===== config.mk =====
export PLATFORM = sky130hd
export DESIGN_NAME = condlogic_flat
export DESIGN_NICKNAME = d
export VERILOG_FILES = /design/src/rtl/condlogic_if.sv /design/src/rtl/condlogic.sv /design/src/flat_wrapper.sv
export SDC_FILE = /design/constraint.sdc
export NUM_CORES = 1
export LEC_CHECK = 0
export CAP_MARGIN = 20
export CORE_MARGIN = 2
export CORE_UTILIZATION = 30
export CTS_BUF_LIST = sky130_fd_sc_hd__clkbuf_4 sky130_fd_sc_hd__clkbuf_8
export DETAILED_ROUTE_END_ITERATION = 12
export PLACE_DENSITY = 0.64
export SETUP_SLACK_MARGIN = 0.15
export SLEW_MARGIN = 20
export SYNTH_ARGS = -nofsm -noshare
export SYNTH_HDL_FRONTEND = slang
export SYNTH_SLANG_ARGS = --single-unit
export TNS_END_PERCENT = 100

===== constraint.sdc =====
create_clock -name clk -period 1.8 [get_ports clk]
set_clock_uncertainty 0.05 [all_clocks]
set_input_delay 0.18 -clock clk [delete_from_list [all_inputs] [get_ports clk]]
set_output_delay 0.18 -clock clk [all_outputs]
set_load 0.02 [all_outputs]

===== src/rtl/condlogic_if.sv =====
// condlogic_if: signal bundle between the controller (master) and the
// conditional-execution unit (slave).
//   master drives: Cond, ALUFlags, FlagW, PCS, NextPC, RegW, MemW
//   master reads : PCWrite, RegWrite, MemWrite, Flags, CondEx
// There is no valid/ready handshake here. Every request (FlagW, PCS,
// NextPC, RegW, MemW) is a level-sensitive enable that applies in the cycle
// it is asserted. The gated enables answer combinationally in that same cycle.
interface condlogic_if;
  logic [3:0] Cond;
  logic [3:0] ALUFlags;
  logic [1:0] FlagW;
  logic       PCS;
  logic       NextPC;
  logic       RegW;
  logic       MemW;
  logic       PCWrite;
  logic       RegWrite;
  logic       MemWrite;
  logic [3:0] Flags;
  logic       CondEx;

  modport master (
    output Cond, ALUFlags, FlagW, PCS, NextPC, RegW, MemW,
    input  PCWrite, RegWrite, MemWrite, Flags, CondEx
  );

  modport slave (
    input  Cond, ALUFlags, FlagW, PCS, NextPC, RegW, MemW,
    output PCWrite, RegWrite, MemWrite, Flags, CondEx
  );
endinterface


===== src/rtl/condlogic.sv =====
// condlogic: conditional-execution unit for the multicycle ARM datapath.
// It holds the NZCV flags and evaluates the instruction condition field
// against them. It then gates the register, memory and PC write enables.
// Ports:
//   clk   - rising-edge clock
//   reset - synchronous, active-high reset
//   bus   - condlogic_if.slave (condition, ALU flags, write requests in;
//           gated enables, Flags and CondEx out)
module condlogic (
  input  logic           clk,
  input  logic           reset,
  condlogic_if.slave     bus
);

  logic [3:0] flags_q;
  logic       condex_q;
  logic       condex_c;
  logic       n, z, c, v;
  logic [1:0] flag_write;

  // The condition is always evaluated against the registered flags. That
  // way a flag-setting instruction tests its own condition on the old flags.
  assign {n, z, c, v} = flags_q;

  always_comb begin
    condex_c = 1'b0;
    case (bus.Cond)
      4'b0000: condex_c = z;
      4'b0001: condex_c = ~z;
      4'b0010: condex_c = c;
      4'b0011: condex_c = ~c;
      4'b0100: condex_c = n;
      4'b0101: condex_c = ~n;
      4'b0110: condex_c = v;
      4'b0111: condex_c = ~v;
      4'b1000: condex_c = c & ~z;
      4'b1001: condex_c = ~c | z;
      4'b1010: condex_c = ~(n ^ v);
      4'b1011: condex_c = n ^ v;
      4'b1100: condex_c = ~z & ~(n ^ v);
      4'b1101: condex_c = z | (n ^ v);
      4'b1110: condex_c = 1'b1;
      default: condex_c = 1'b0;  // 1111 reserved: never execute
    endcase
  end

  assign flag_write = bus.FlagW & {2{condex_c}};

  // The N/Z pair and the C/V pair update independently. Reset wins over
  // any pending flag write.
  always_ff @(posedge clk) begin
    if (reset) begin
      flags_q  <= 4'b0000;
      condex_q <= 1'b0;
    end else begin
      if (flag_write[1]) flags_q[3:2] <= bus.ALUFlags[3:2];
      if (flag_write[0]) flags_q[1:0] <= bus.ALUFlags[1:0];
      condex_q <= condex_c;
    end
  end

  assign bus.Flags    = flags_q;
  assign bus.CondEx   = condex_q;
  assign bus.RegWrite = bus.RegW & condex_q;
  assign bus.MemWrite = bus.MemW & condex_q;
  // Fetch increment is never gated, so the PC always advances.
  assign bus.PCWrite  = bus.NextPC | (bus.PCS & condex_q);

endmodule


===== src/flat_wrapper.sv =====
// flat-port wrapper written by rule: the top's interface ports become plain ports
module condlogic_flat 
  (clk, reset, bus_Cond, bus_ALUFlags, bus_FlagW, bus_PCS, bus_NextPC, bus_RegW, bus_MemW, bus_PCWrite, bus_RegWrite, bus_MemWrite, bus_Flags, bus_CondEx);
  condlogic_if bus_i ();
  input  logic clk;
  input  logic reset;
  input wire logic [$bits(bus_i.Cond)-1:0] bus_Cond;
  input wire logic [$bits(bus_i.ALUFlags)-1:0] bus_ALUFlags;
  input wire logic [$bits(bus_i.FlagW)-1:0] bus_FlagW;
  input wire logic [$bits(bus_i.PCS)-1:0] bus_PCS;
  input wire logic [$bits(bus_i.NextPC)-1:0] bus_NextPC;
  input wire logic [$bits(bus_i.RegW)-1:0] bus_RegW;
  input wire logic [$bits(bus_i.MemW)-1:0] bus_MemW;
  output wire logic [$bits(bus_i.PCWrite)-1:0] bus_PCWrite;
  output wire logic [$bits(bus_i.RegWrite)-1:0] bus_RegWrite;
  output wire logic [$bits(bus_i.MemWrite)-1:0] bus_MemWrite;
  output wire logic [$bits(bus_i.Flags)-1:0] bus_Flags;
  output wire logic [$bits(bus_i.CondEx)-1:0] bus_CondEx;
  assign bus_i.Cond = bus_Cond;
  assign bus_i.ALUFlags = bus_ALUFlags;
  assign bus_i.FlagW = bus_FlagW;
  assign bus_i.PCS = bus_PCS;
  assign bus_i.NextPC = bus_NextPC;
  assign bus_i.RegW = bus_RegW;
  assign bus_i.MemW = bus_MemW;
  assign bus_PCWrite = bus_i.PCWrite;
  assign bus_RegWrite = bus_i.RegWrite;
  assign bus_MemWrite = bus_i.MemWrite;
  assign bus_Flags = bus_i.Flags;
  assign bus_CondEx = bus_i.CondEx;
  condlogic u_core (.clk(clk), .reset(reset), .bus(bus_i));
endmodule

==> reports/qor.yml, run 1 <==
outcome:
  status: "complete, no violations"
run:
  cap_violations: 0
floorplan:
  die_area_um2: 1721
  io_pins: 24
  die_width_um: 41.49
  die_h_um: 41.49
  coreArea_um2: 1301
  initial_core_util_pct: 32.40
  placementRows: 13
layout:
  final_cell_mix: "19 x clkdlybuf4s50_1, 9 x buf_4, 6 x nand2b_1, 6 x mux2i_1, 4 x clkbuf_4"
  final_cells: 98
  fin_area_um2: 819.5
  drive_above_1_share_pct: 27.71
  n_antenna_cell: 0
  finish.utilization_pct: 62.98
  fin_nets: 100
  syn_to_final_growth_pct: 94.36
  final_common_cell: "clkdlybuf4s50_1"
setup_path:
  cp_max_fo: 3
  crit_path_end_kind: "flip-flop"
  path_class: "reg -> reg"
  crit_arrival_ns: 1.71
  slowest_delay_ns: 0.36
  worstPathRequired_ns: 1.86
  crit_chain: "xnor2_4, or3_1, a311oi_2, o31ai_2, mux2i_1"
  slowest_stage: "dfxtp_4"
  cp-start-kind: "flip-flop"
placed_design:
  dp_cells: 93
  port_buffers: 23
  gp_congestion: 0.7351
  placed_cell_area_um2: 742.0
  place_ws_ns: -0.3163
  dp_hpwl_um: 980.3
sta:
  worst_slack_ns: 0.1525
  worstMarginPinSlew_ns: 0.3775
  setup_viol: 0
  slew_headroom_pct: 74.84
  max_freq_mhz: 607.0
  fin_crit_ns: 1.647
  hold_ws_ns: 0.4556
  rsz0062_at_grt: "yes"
  drv_slew: 0
  finalCritPeriodShare_pct: 91.53
  hold_viol: 0
cts:
  cts_inserted_buffers: 3
  htreeDepth: 1
  cts.sinks: 5
  insertion_delay_ns: 0.24
  clockBufferDepth: 2
  cts_hold_buf: 0
  cts-root-buf: "clkbuf_4"
  cts_tree: "yes"
  clkTransAtPathRegs_ns: 0.05
logic_synthesis:
  post-synth-top-area-cell: "dfxtp_1"
  synth-main-ff-cell: "dfxtp_1"
  avgSynthCellArea_um2: 8.784
  syn-instance-count: 48
  synth_area_leaders: "dfxtp_1 24%, mux2i_1 14%, nand2b_1 8.9%, and2_1 4.5%, xnor2_1 4.2%"
  syn_area_um2: 421.7
  synth_warnings: 0
  synth-edff-count: 0
  synth_seq_cells: 5
  synth.top_cell.area_share_pct: 23.74
  synth_nets: 64
  synthArstFlopShare_pct: 0
  ys_seq_area_share_pct: 23.74
  synth.distinct_cells: 27
pwr:
  ir_drop_mv: 0.3292
  p_per_area_nw_per_um2: 558.1
  p_leak_uw: 0.0003553
global_routing:
  gr-total-overflow: 0
  grt_pass1_vias: 485
  antenna_found_initial: 0
  grt_usage_pct: 14.81
  grt_first_pass_wirelength_um: 2035
  grt_max_degree: 10
route:
  via_per_inst: 5.173
  dr.pass1.iters: 4
  routed_wl_um: 1182
  drt_iter0_markers: 14
  avgRoutedWirePerCell_um: 12.06
  drc: 0
  ant_nets: 0
  via_count: 507
worst_hold_path:
  hold_class: "in -> reg"
[final cells by class]
type | instances | area, um2
Inverter | 2 | 7.507
Timing Repair Buffer | 32 | 296.5
Tap cell | 15 | 18.77
Fill cell | 124 | 481.7
Sequential cell | 5 | 106.4
Clock buffer | 4 | 30.03
Multi-Input combinational cell | 40 | 360.3
[routing by layer]
metal | GRT usage [%] | wire length (um) | up-vias
li1 | - | - | 251
met1 | 20.84 | 550 | 241
met2 | 21.56 | 566 | 13
met3 | 4.783 | 59 | 2
met4 | 3.871 | 6 | 0
met5 | 0 | 0 | -
[critical path: cells and delay by family, from the launching register on]
| kind | cells | cell delay (ns) |
|---|---|---|
| compound gates | 2 | 0.47 |
| flops | 1 | 0.36 |
| xor+xnor | 1 | 0.15 |
| mux | 1 | 0.13 |
| simple gates | 1 | 0.36 |
[metrics by stage]
stage / setup TNS (ns) / total power [uW]
6_report: 0 / 457.4
5_1_grt: 0 / 484.1
4_1_cts: 0 / 463.7
3_5_place_dp: -1.433 / 300.5
3_3_place_gp: -1.208 / 300.5
2_1_floorplan: 0 / 210.7
[synthesized netlist by cell type, types with 2 or more instances]
cell type  number
dfxtp_1         5
or2b_1          2
xnor2_1         2
nor2_1          2
o31ai_1         2
nand2b_1        6
mux2i_1         6
inv_1           2
and2_1          3
[cells by family after synthesis]
family,count (synthesis),synth area share [%]
buffers and inverters,3,2.967
XOR/XNOR,3,6.233
AND/OR/NAND/NOR,23,34.42
flip-flops,5,23.74
multiplexers,6,14.24
AO/OA/AOI/OAI,8,18.40
[power by group]
group	switching (uW)	total, uW	internal (uW)
sequential	12.7	133	120
combinational	74.7	181	106
clock	45.1	144	98.8
total	132	457	325
[what timing repair did]
item | 4_1_cts | 5_1_grt
buffers inserted | 1 | 0
gates resized for setup | 8 | 1
endpoints found under the hold margin | 0 | 0
pin swaps | 2 | 1
setup endpoints to repair | 5 | 5
[state kept, by name, indices dropped and copies added, names as in the netlist]
name               cells
u_core.bus.CondEx      1
u_core.bus.Flags       4
[worst paths after layout]
kind | start | end | slack, ns | depth (start not counted)
max reg2reg | u_core.bus.Flags[0] | u_core.bus.Flags[0] | 0.15 | 5
min reg2reg | u_core.bus.Flags[2] | u_core.bus.Flags[2] | 0.49 | 2
min | bus_ALUFlags[2] | u_core.bus.Flags[2] | 0.46 | 3
max | u_core.bus.Flags[0] | u_core.bus.Flags[0] | 0.15 | 5
No activity file was read; power rests on OpenSTA's default activity.
==> inputs of run 2 (changes only) <==
- SETUP_SLACK_MARGIN: 0.15 -> 0.05
==> run 2 against run 1 <==
Net effect: combinational power rose by 13%; non-clock buffer count up 3; count of clock-buffer cells in the layout did not move; fmax decreased by 5.0%; critical path type unchanged; critical endpoint is now u_core.bus.Flags[1].
==> reports/qor.yml, run 2 (synthesis results as in run 1) <==
layout:
  fin_nets: 103
  syn_to_final_growth_pct: 109.8
  fin_area_um2: 884.6
  n_antenna_cell: 0
  register_area_um2: 106.4
  nFillCells: 111
  final_cell_mix: "20 x clkdlybuf4s50_1, 12 x buf_4, 6 x nand2b_1, 6 x mux2i_1, 4 x clkbuf_4"
  multi_input_area_um2: 401.6
  drive_above_1_share_pct: 34.88
  final_cells: 101
  finish.utilization_pct: 67.98
  final_common_cell: "clkdlybuf4s50_1"
  largest_reg_flops: 4
cts:
  clockBufferDepth: 2
  cts_tree: "yes"
  htreeDepth: 1
  insertion_delay_ns: 0.24
  cts-root-buf: "clkbuf_4"
  clkTransAtPathRegs_ns: 0.04
  cts.sinks: 5
  cts_inserted_buffers: 3
sta:
  fin_crit_ns: 1.733
  worst_slack_ns: 0.06658
  drv_slew: 0
  setup_viol: 0
  slew_headroom_pct: 69.21
  rsz0062_at_grt: "yes"
  finalCritPeriodShare_pct: 96.30
  max_freq_mhz: 576.9
  worstMarginPinSlew_ns: 0.4618
  hold_viol: 0
floorplan:
  initial_core_util_pct: 32.40
  die_width_um: 41.49
  die_area_um2: 1721
  placementRows: 13
  io_pins: 24
  coreArea_um2: 1301
  die_h_um: 41.49
global_routing:
  antenna_found_initial: 0
  grt_max_degree: 10
  grt_pass1_vias: 548
  grt_usage_pct: 17.43
  grt_first_pass_wirelength_um: 2359
  gr-total-overflow: 0
setup_path:
  reg2reg_slack_ns: 0.07
  slowest_delay_ns: 0.44
  cpLargestDelayFamily: "compound AO/OA/AOI/OAI gates"
  cp-start-kind: "flip-flop"
  worstPathRequired_ns: 1.87
  cp_max_fo: 3
  crit_arrival_ns: 1.80
  slowest_stage: "a311oi_4"
  path_class: "reg -> reg"
  crit_chain: "xnor2_4, or3_4, a311oi_4, o31ai_4, mux2i_1"
  crit_buf_inv: 0
  crit_path_end_kind: "flip-flop"
pwr:
  p_per_area_nw_per_um2: 541.8
  ir_drop_mv: 0.4097
  p_leak_uw: 0.0003826
worst_hold_path:
  hold_class: "in -> reg"
route:
  via_per_inst: 5.050
  ant_nets: 0
  via_count: 510
  drc: 0
  drt_iter0_markers: 6
  avgRoutedWirePerCell_um: 13.40
  routed_wl_um: 1353
  dr.pass1.iters: 4
run:
  cap_violations: 0
outcome:
  status: "complete, no violations"
placed_design:
  dp_hpwl_um: 1016
  gp_congestion: 0.7716
  placed_cell_area_um2: 753.2
  place_ws_ns: -0.3487
  port_buffers: 23
  dp_cells: 95
run 2: cell types whose count changed in the layout (fill, tap and decap cells not counted), sizes merged:
cell,before,now
buf,9,12
dlygate4sd2,3,0
clkbuf,4,5
clkdlybuf4s50,19,20
dlymetal6s2s,1,2
run 2: final cells by class:
cell class / instances / area share (%)
sequential: 5 / 12.02
multi-input combinational: 40 / 45.40
inverter: 2 / 0.8487
clock buffer: 4 / 3.395
timing repair buffer: 35 / 36.21
tap: 15 / 2.122
run 2: repair_timing:
action,CTS,global route
hold buffers,0,0
pin swaps,3,4
buffers inserted,0,3
resized for setup,8,10
setup endpoints to repair,5,5
run 2: layer usage:
layer | up-vias | wire length [um] | share of wire, % | GRT usage, %
met3 | 2 | 79 | 5.8 | 5.652
met2 | 17 | 684 | 51 | 26.88
li1 | 254 | - | - | -
met1 | 237 | 580 | 43 | 21.96
met4 | 0 | 9 | 0.67 | 7.742
met5 | - | 0 | 0 | 0
run 2: stage by stage:
| stage | setup TNS [ns] | power (uW) | hold WS, ns |
|---|---|---|---|
| final | 0 | 479.3 | 0.4605 |
| after global routing | -0.02324 | 506.4 | 0.4925 |
| after CTS | 0 | 471.9 | 0.4616 |
| after detailed placement | -1.544 | 306.0 | 0.4737 |
| after global placement | -1.513 | 305.4 | 0.4689 |
| after floorplan | 0 | 210.9 | 0.2024 |
run 2: worst paths after layout:
kind | start | end | cells after the start
worst min-delay path | bus_ALUFlags[0] | u_core.bus.Flags[0] | 3
worst max register to register | u_core.bus.Flags[3] | u_core.bus.Flags[1] | 5
worst max-delay path | u_core.bus.Flags[3] | u_core.bus.Flags[1] | 5
worst min register to register | u_core.bus.Flags[2] | u_core.bus.Flags[2] | 2
run 2: report_power, final:
group	internal, uW	leakage, uW	switching (uW)
clock network	98.7	0.0000184	43.7
logic	118	0.000322	86.8
registers	120	0.0000425	12.1
total	337	0.000383	143
run 2: tightest hold or removal path, cell delays in order:
cell and delay [ns]:
clkdlybuf4s50_1 0.39, nand2b_1 0.07, mux2i_1 0.06
==> inputs of run 3 (changes only) <==
- ABC_CLOCK_PERIOD_IN_PS: not set -> 1800
- SKIP_CTS_REPAIR_TIMING: not set -> 1
==> run 3 against run 2 <==
Net effect: routed wire length increased by 5.2%; core utilization increased by 0.58 points; cell count unchanged; largest power group unchanged.
==> reports/qor.yml, run 3 (synthesis results as in run 1) <==
cts:
  clkTransAtPathRegs_ns: 0.04
  cts-root-buf: "clkbuf_4"
  clockBufferDepth: 2
  cts_inserted_buffers: 3
  insertion_delay_ns: 0.24
  cts_tree: "yes"
  cts.sinks: 5
  htreeDepth: 1
sta:
  drv_slew: 0
  finalCritPeriodShare_pct: 96.76
  rsz0062_at_grt: "yes"
  max_freq_mhz: 574.2
  worstMarginPinSlew_ns: 0.4749
  hold_viol: 0
  setup_viol: 0
  slew_headroom_pct: 68.34
  fin_crit_ns: 1.742
  setup_tns_ns: 0
run:
  cap_violations: 0
floorplan:
  initial_core_util_pct: 32.40
  io_pins: 24
  coreArea_um2: 1301
  placementRows: 13
  die_h_um: 41.49
  die_area_um2: 1721
  die_width_um: 41.49
setup_path:
  r2r-end: "u_core.bus.Flags[0]"
  worstPathRequired_ns: 1.86
  r2r_cells: 5
  slowest_stage: "a311oi_4"
  crit_arrival_ns: 1.80
  slowest_delay_ns: 0.44
  crit_path_end_kind: "flip-flop"
  crit_chain: "xnor2_4, or3_4, a311oi_4, o31ai_4, mux2i_1"
  r2r_start: "u_core.bus.Flags[0]"
  cpLargestDelayFamily: "compound AO/OA/AOI/OAI gates"
  reg2reg_slack_ns: 0.06
  cp_max_fo: 3
  crit_buf_inv: 0
  path_class: "reg -> reg"
  cp-start-kind: "flip-flop"
layout:
  final_cell_mix: "20 x clkdlybuf4s50_1, 12 x buf_4, 6 x nand2b_1, 6 x mux2i_1, 4 x clkbuf_4"
  drive_above_1_share_pct: 33.72
  fin_nets: 103
  n_antenna_cell: 0
  final_common_cell: "clkdlybuf4s50_1"
  syn_to_final_growth_pct: 111.6
  largest_reg_flops: 4
route:
  avgRoutedWirePerCell_um: 14.10
  via_count: 528
  drt_iter0_markers: 17
  drc: 0
  dr.pass1.iters: 4
  via_per_inst: 5.228
  ant_nets: 0
  routed_wl_um: 1424
placed_design:
  gp_congestion: 0.7716
  dp_hpwl_um: 1016
  port_buffers: 23
pwr:
  p_leak_uw: 0.0003914
  power.total_uw: 481.5
  ir_drop_mv: 0.3923
  p_per_area_nw_per_um2: 539.8
worst_hold_path:
  worstHoldEndpoint: "u_core.bus.Flags[3]"
  hold_class: "in -> reg"
  hold-path-cell-count: 3
  hold_start: "bus_ALUFlags[3]"
global_routing:
  grt.met3_usage_pct: 3.478
  grt_first_pass_wirelength_um: 2118
  use_met1_pct: 20.63
  use_met2_pct: 24.69
  antenna_found_initial: 0
  grt_usage_pct: 15.63
  top_usage_layer: "met2"
  grt_pass1_vias: 502
  gr-total-overflow: 0
  grt_max_degree: 10
outcome:
  status: "complete, no violations"
run 3: changes by cell type in the layout (fill, tap and decap cells not counted), sizes merged:
| cell | change |
|---|---|
| clkbuf | -1 |
| dlymetal6s2s | +1 |
run 3: through the flow:
stage	area, um2	setup slack [ns]	std cells	hold WS [ns]	utilization, %
after floorplan	434.2	0.09555	48	0.2024	-
after global placement	753.2	-0.3417	95	0.4689	57.88
after detailed placement	753.2	-0.3487	95	0.4737	57.88
after CTS	783.3	-0.1021	99	0.4616	60.19
after global routing	892.1	-0.03093	101	0.4925	68.56
final	892.1	0.05840	101	0.4621	68.56
run 3: cell type report:
cell class	instances	area (um2)
Tap cell	15	18.77
Sequential cell	5	106.4
Timing Repair Buffer	35	327.8
Multi-Input combinational cell	40	401.6
Fill cell	113	409.1
Clock buffer	4	30.03
Inverter	2	7.507
run 3: worst max-delay path by stage:
stage,startpoint,to,slack (ns),cells past startpoint
global route,u_core.bus.Flags[0],u_core.bus.Flags[0],-0.03,5
floorplan,u_core.bus.Flags[2],u_core.bus.Flags[0],0.1,5
CTS,bus_Cond[0],u_core.bus.Flags[1],-0.10,6
detailed placement,bus_Cond[0],u_core.bus.Flags[1],-0.35,6
global placement,bus_Cond[0],u_core.bus.Flags[0],-0.34,6
finish,u_core.bus.Flags[0],u_core.bus.Flags[0],0.06,5
run 3: report_power, final:
part / switching [uW] / internal [uW]
Combinational: 88.8 / 119
Sequential: 12.2 / 120
Clock: 43.0 / 98.6
run 3: routing by layer:
layer	wire length [um]	vias to the layer above
met5	0	-
met4	9	0
met3	90	2
met2	698	24
met1	625	248
li1	-	254
run 3: tightest hold or removal path: cells and delay by family:
| family | cells | cell delay, ns |
|---|---|---|
| AND/OR/NAND/NOR | 1 | 0.07 |
| multiplexers | 1 | 0.05 |
| buffers and inverters | 1 | 0.40 |
